--- src/rtl/ultrasonic_display_pkg.sv ---
// Shared types and constants for the ultrasonic distance display:
// converter state encoding, default timing parameters and 7-segment codes.
package ultrasonic_display_pkg;

  typedef enum logic [1:0] {
    ST_IDLE  = 2'd0,
    ST_SHIFT = 2'd1,
    ST_DONE  = 2'd2
  } conv_state_t;

  localparam int DEFAULT_CLK_HZ   = 100_000_000;
  localparam int DEFAULT_SCAN_DIV = 100_000;
  localparam int BIN_WIDTH        = 10;

  // Active-low {dp,g,f,e,d,c,b,a}; dp is always off.
  localparam logic [7:0] SEG_0     = 8'hC0;
  localparam logic [7:0] SEG_1     = 8'hF9;
  localparam logic [7:0] SEG_2     = 8'hA4;
  localparam logic [7:0] SEG_3     = 8'hB0;
  localparam logic [7:0] SEG_4     = 8'h99;
  localparam logic [7:0] SEG_5     = 8'h92;
  localparam logic [7:0] SEG_6     = 8'h82;
  localparam logic [7:0] SEG_7     = 8'hF8;
  localparam logic [7:0] SEG_8     = 8'h80;
  localparam logic [7:0] SEG_9     = 8'h90;
  localparam logic [7:0] SEG_BLANK = 8'hFF;

  // Double-dabble correction step applied to all four BCD nibbles.
  function automatic logic [15:0] add3_nibbles(input logic [15:0] acc);
    logic [15:0] r;
    for (int i = 0; i < 4; i++) begin
      r[i*4 +: 4] = (acc[i*4 +: 4] >= 4'd5) ? acc[i*4 +: 4] + 4'd3 : acc[i*4 +: 4];
    end
    return r;
  endfunction

endpackage

--- src/rtl/ultrasonic_display_seg7_decode.sv ---
// Combinational BCD nibble to active-low 7-segment decoder with blanking.
module seg7_decode
  import ultrasonic_display_pkg::*;
(
  input  logic [3:0] nibble,
  input  logic       blank,
  output logic [7:0] seg
);

  always_comb begin
    seg = SEG_BLANK;
    if (!blank) begin
      case (nibble)
        4'd0:    seg = SEG_0;
        4'd1:    seg = SEG_1;
        4'd2:    seg = SEG_2;
        4'd3:    seg = SEG_3;
        4'd4:    seg = SEG_4;
        4'd5:    seg = SEG_5;
        4'd6:    seg = SEG_6;
        4'd7:    seg = SEG_7;
        4'd8:    seg = SEG_8;
        4'd9:    seg = SEG_9;
        default: seg = SEG_BLANK;
      endcase
    end
  end

endmodule

--- src/rtl/ultrasonic_display.sv ---
// Distance display: serial binary-to-BCD converter feeding a multiplexed
// four-digit 7-segment driver with leading-zero blanking.
module ultrasonic_display
  import ultrasonic_display_pkg::*;
#(
  parameter int CLK_HZ   = DEFAULT_CLK_HZ,
  parameter int SCAN_DIV = DEFAULT_SCAN_DIV
) (
  input  logic        clk,
  input  logic        rst,
  input  logic [9:0]  distance_cm,
  input  logic        dist_valid,
  output logic        busy,
  output logic [15:0] bcd_out,
  output logic [7:0]  seg,
  output logic [3:0]  an
);

  // A digit slot longer than one second is useless, so clamp to CLK_HZ;
  // the counter is sized from the slot length so the 100k default fits.
  localparam int SLOT_CLKS = (SCAN_DIV > CLK_HZ) ? CLK_HZ : SCAN_DIV;
  localparam int SCAN_W    = (SLOT_CLKS > 1) ? $clog2(SLOT_CLKS) : 1;
  localparam logic [SCAN_W-1:0] SCAN_MAX = SCAN_W'(SLOT_CLKS - 1);

  logic                 in_valid_reg;
  logic [BIN_WIDTH-1:0] in_data_reg;
  conv_state_t          state_reg, state_next;
  logic [BIN_WIDTH-1:0] bin_reg, bin_next;
  logic [15:0]          acc_reg, acc_next, adj;
  logic [3:0]           cnt_reg, cnt_next;
  logic                 pend_reg, pend_next;
  logic [BIN_WIDTH-1:0] pend_data_reg, pend_data_next;
  logic [15:0]          bcd_reg, bcd_next;

  // Strobe is registered first; this stage sets the fixed 12-clock latency.
  always_ff @(posedge clk or negedge rst) begin
    if (!rst) begin
      in_valid_reg  <= 1'b0;
      in_data_reg   <= '0;
      state_reg     <= ST_IDLE;
      bin_reg       <= '0;
      acc_reg       <= '0;
      cnt_reg       <= '0;
      pend_reg      <= 1'b0;
      pend_data_reg <= '0;
      bcd_reg       <= '0;
    end else begin
      in_valid_reg  <= dist_valid;
      in_data_reg   <= distance_cm;
      state_reg     <= state_next;
      bin_reg       <= bin_next;
      acc_reg       <= acc_next;
      cnt_reg       <= cnt_next;
      pend_reg      <= pend_next;
      pend_data_reg <= pend_data_next;
      bcd_reg       <= bcd_next;
    end
  end

  always_comb begin
    state_next     = state_reg;
    bin_next       = bin_reg;
    acc_next       = acc_reg;
    cnt_next       = cnt_reg;
    pend_next      = pend_reg;
    pend_data_next = pend_data_reg;
    bcd_next       = bcd_reg;
    adj            = add3_nibbles(acc_reg);
    case (state_reg)
      ST_IDLE: begin
        if (in_valid_reg || pend_reg) begin
          bin_next   = in_valid_reg ? in_data_reg : pend_data_reg;
          acc_next   = '0;
          cnt_next   = '0;
          pend_next  = 1'b0;
          state_next = ST_SHIFT;
        end
      end
      ST_SHIFT: begin
        {acc_next, bin_next} = {adj, bin_reg} << 1;
        cnt_next = cnt_reg + 4'd1;
        if (cnt_reg == 4'd9) state_next = ST_DONE;
      end
      ST_DONE: begin
        bcd_next   = acc_reg;
        state_next = ST_IDLE;
      end
      default: state_next = ST_IDLE;
    endcase
    // Newest sample wins; it is picked up when the converter frees up.
    if (state_reg != ST_IDLE && in_valid_reg) begin
      pend_next      = 1'b1;
      pend_data_next = in_data_reg;
    end
  end

  assign busy    = (state_reg != ST_IDLE);
  assign bcd_out = bcd_reg;

  logic [SCAN_W-1:0] scan_reg;
  logic [1:0]        digit_reg;
  logic [7:0]        seg_reg;
  logic [3:0]        an_reg;
  logic [3:0]        nibble;
  logic              blank;
  logic [7:0]        seg_code;

  // A digit blanks when it and everything above it is zero; digit 0 never blanks.
  assign nibble = bcd_reg[{digit_reg, 2'b00} +: 4];
  assign blank  = (digit_reg != 2'd0) && ((bcd_reg >> {digit_reg, 2'b00}) == 16'd0);

  seg7_decode u_seg7_decode (
    .nibble (nibble),
    .blank  (blank),
    .seg    (seg_code)
  );

  always_ff @(posedge clk or negedge rst) begin
    if (!rst) begin
      scan_reg  <= '0;
      digit_reg <= 2'd0;
      seg_reg   <= SEG_BLANK;
      an_reg    <= 4'b1111;
    end else begin
      if (scan_reg == SCAN_MAX) begin
        scan_reg  <= '0;
        digit_reg <= digit_reg + 2'd1;
      end else begin
        scan_reg <= scan_reg + 1'b1;
      end
      seg_reg <= seg_code;
      an_reg  <= ~(4'b0001 << digit_reg);
    end
  end

  assign seg = seg_reg;
  assign an  = an_reg;

endmodule

--- config.mk ---
export PLATFORM = sky130hd
export DESIGN_NAME = ultrasonic_display
export DESIGN_NICKNAME = d
export VERILOG_FILES = /design/src/rtl/ultrasonic_display_pkg.sv /design/src/rtl/ultrasonic_display_seg7_decode.sv /design/src/rtl/ultrasonic_display.sv
export SDC_FILE = /design/constraint.sdc
export NUM_CORES = 1
export LEC_CHECK = 0
export BUFFER_PORTS_ARGS = -buffer_cell sky130_fd_sc_hd__buf_2
export CAP_MARGIN = 20
export CELL_PAD_IN_SITES_DETAIL_PLACEMENT = 0
export CELL_PAD_IN_SITES_GLOBAL_PLACEMENT = 1
export CORE_ASPECT_RATIO = 0.7
export CORE_MARGIN = 5
export CORE_UTILIZATION = 50
export CTS_BUF_LIST = sky130_fd_sc_hd__clkbuf_8
export DETAILED_ROUTE_END_ITERATION = 7
export PLACE_DENSITY = 0.87
export SETUP_SLACK_MARGIN = 0.2
export SLEW_MARGIN = 40
export SYNTH_ARGS = -nofsm -noshare
export SYNTH_HDL_FRONTEND = slang
export SYNTH_SLANG_ARGS = --single-unit
--- constraint.sdc ---
create_clock -name clk -period 2.52 [get_ports clk]
set_clock_uncertainty 0.2 [all_clocks]
set_input_delay 0.126 -clock clk [delete_from_list [all_inputs] [get_ports clk]]
set_output_delay 0.126 -clock clk [all_outputs]
set_load 0.02 [all_outputs]
==> key figures <==
Synthesis
  • Post-synth ARST share: 100%
  • Yosys Warn Count: 0
  • Post-synth EDFFs: 0
  • Register area share after synthesis: 54.9%
  • Top cell type by total area after synthesis: dfrtp_1
  • Top post-synthesis cells by area: dfrtp_1 49%, mux2_2 6.6%, dfstp_2 6.3%
  • Mapped Area: 0.00459 mm2
  • Synth top area share: just under 50%
  • Synthesized Nets: 409
  • Post-Synthesis Cells: roughly 380
  • Flip-flop and latch count after synthesis: 100
  • Average size of a mapped cell: approximately 12 um2
  • Ys flop type: dfrtp_1
  • Synth cell types: 46

Drt
  • Drt via density: 5.36
  • Vias: 3020
  • Routed WL: 8.41 mm
  • DR DRC count: 0
  • Starting DRT DRC Count: 209
  • DR WL/cell: around 15 um
  • Final ANT Viol Nets: 0
  • Drt pass-1 iters: 4

Floorplanning
  • Site row count: 29
  • Total core area: roughly 0.009 mm2
  • Initial Utilization: roughly 50%
  • IO Pins: 42
  • Die Height: about 90 um
  • Die area: 0.0112 mm2
  • Chip width: 124 um

Critical path
  • Critical-path top delay cell: mux4_2
  • Critical Path AT: 2270 ps
  • Worst Path Class, Setup: register to register
  • CP max FO: 7
  • WP data required: 2580 ps
  • Reg2reg path depth: 6
  • Crit-path cells: mux4_2, inv_1, ha_1, nand3_1, a211o_1, o311ai_0
  • Start of the worst register-to-register path: digit_reg[0]
  • Max incr delay on CP: 570 ps
  • WP buf/inv: 1
  • Worst flop-to-flop path endpoint: seg[5]
  • CP Capture Type: register
  • Cell family with most CP delay: multiplexers
  • Worst R2R Setup Slack: between 300 and 400 ps
  • Startpoint Class: register

Status
  • Status: completed

Clock network
  • CTS Sinks: 100
  • TritonCTS Buffers: 9
  • CTS H-tree depth: 3
  • Clk_lat worst skew: 370 ps
  • TritonCTS clock tree: yes
  • Deepest clock path buffer count: 2
  • Root Driver: clkbuf_8
  • Clock Pin Slew Worst Setup and Hold Paths: 100 ps

GRT
  • Largest net degree at the start of global routing: 76
  • Global-route wire length before repair: between 10 and 15 mm
  • Grt ovf: 0
  • Antenna violations before repair: 0
  • Tot GR Track Use: 15.9%
  • Number of global-route vias before repair: 2901

STA
  • Setup violations, final: 0
  • Slew Limit Fails: 0
  • Final Critical Period: 2210 ps
  • Setup TNS: 0 ps
  • Slew HR: between 60 and 70%
  • Fin. Hold Viols: 0
  • Tcrit/Tclk final: between 80% and 90%
  • Fmax: 0.453 GHz
  • Slew @ Worst Pin: 569 ps
  • RSZ-0062 raised after global routing: no

Hold path
  • Min-delay worst type: input port to asynchronous set/reset pin

Flow run
  • Max Cap Viol: 0

Placed design
  • Post-DP HPWL: 5.87 mm
  • Placer congestion estimate: 0.761
  • Inst Count DP: 531
  • Port Buffers: 40
  • Placed inst area: 0.00493 mm2

Layout
  • Filler cells: 758
  • Area growth syn-to-layout: 15.6%
  • Final Instance Area: 0.00530 mm2
  • Max reg flops: 17
  • Register area: 0.00252 mm2
  • Antenna diodes: 0
  • Post-route insts no fill: 563
  • Share of layout cells above drive strength 1: 26.7%
  • Multi-input gate area: 0.00189 mm2
  • Commonest non-fill, non-tap cell in the layout: dfrtp_1
  • Final core utilization: between 50% and 60%
  • Most frequent cells in the layout: 87 x dfrtp_1, 39 x buf_2, 30 x nor2_1
  • Nets: approximately 470

Power and ir drop
  • Power Density: 935 mW/mm2
  • Pwr Total: 4.95 mW
  • Leakage: 2.49 nW
  • Max IR drop VDD: approximately 0.36 mV
==> metrics by stage <==
step	setup WS, ps	hold WS (ps)
CTS	230	41.0
global route	239	49.5
finish	314	54.7
floorplan	291	-370
global placement	281	-143
detailed placement	180	-141
==> area by class of cell <==
cell class	count	share of cell area [%]
sequential	100	47.5
multi-input combinational	236	35.7
timing repair buffer	64	8.26
tap	124	2.93
clock buffer	10	2.60
inverter	23	1.63
clock inverter	6	1.35
==> metal layers <==
metal / global-route usage [%] / share of wire (%)
met1: 22.9 / 49
met2: 23.0 / 45
met3: 4.62 / 4.4
met4: 5.38 / 2.1
met5: 0 / 0
==> cell families after synthesis <==
logic type                 after synthesis  share of synthesized area, %
and+or+nand+nor                         88                          10.2
other                                    1                        0.0818
buffers and inverters                   40                          3.85
AOI/OAI and AO/OA                       57                          8.98
muxes                                   46                          12.0
DFF                                    100                          54.9
xor gates and xnor gates                24                          4.58
adders and majority gates               20                          5.46
==> power by group <==
group / internal, mW / switching (mW) / total [mW] / leakage (nW)
Sequential: 1.99 / 0.293 / 2.28 / 1.25
Clock: 0.494 / 0.552 / 1.05 / 0.0995
Combinational: 0.754 / 0.872 / 1.63 / 1.14
==> how the worst max path moves through the flow <==
stage	startpoint	to	slack, ps	cells after the start
3_3_place_gp	digit_reg[0]	seg[5]	280	6
2_1_floorplan	digit_reg[1]	seg[5]	290	7
3_5_place_dp	digit_reg[0]	seg[5]	180	6
6_report	digit_reg[0]	seg[5]	310	6
4_1_cts	digit_reg[0]	seg[5]	230	6
5_1_grt	digit_reg[0]	seg[5]	240	6
==> timing repair <==
| action | 4_1_cts | 5_1_grt |
|---|---|---|
| pin swaps | 0 | 0 |
| resized for setup | 1 | 1 |
| setup buffers | 0 | 3 |
| hold endpoints to repair | 100 | 0 |
| cloned | 0 | 0 |
| hold buffers | 13 | 0 |
| setup endpoints to repair | 5 | 6 |
==> cell usage after synthesis, types with 2 or more instances <==
cell type  count
a32o_1         4
ha_1          20
o22ai_1        5
a221o_1        9
or2_2          2
o21ai_0       14
dfrtp_1       89
dfstp_2       11
buf_6          2
clkbuf_1       8
nor2_1        30
and3_1         3
nand2_1       13
or3b_2         2
inv_1         23
nor2b_1        4
a21oi_1        9
xor2_1         9
o31ai_1        4
nand3_1        8
mux4_1         2
mux2_2        27
a22o_1         4
mux2i_1       15
and2_1         2
buf_2          6
o32ai_1        3
nor3_1         6
nand2b_1       5
nand4_1        3
nand4b_1       2
nor4_1         3
mux4_2         2
xnor2_1       15
==> worst min-delay path: stages <==
cell and delay, ps:
dlygate4sd3_1 530, buf_4 140, buf_12 180
Power figures use the tool's default switching activity.
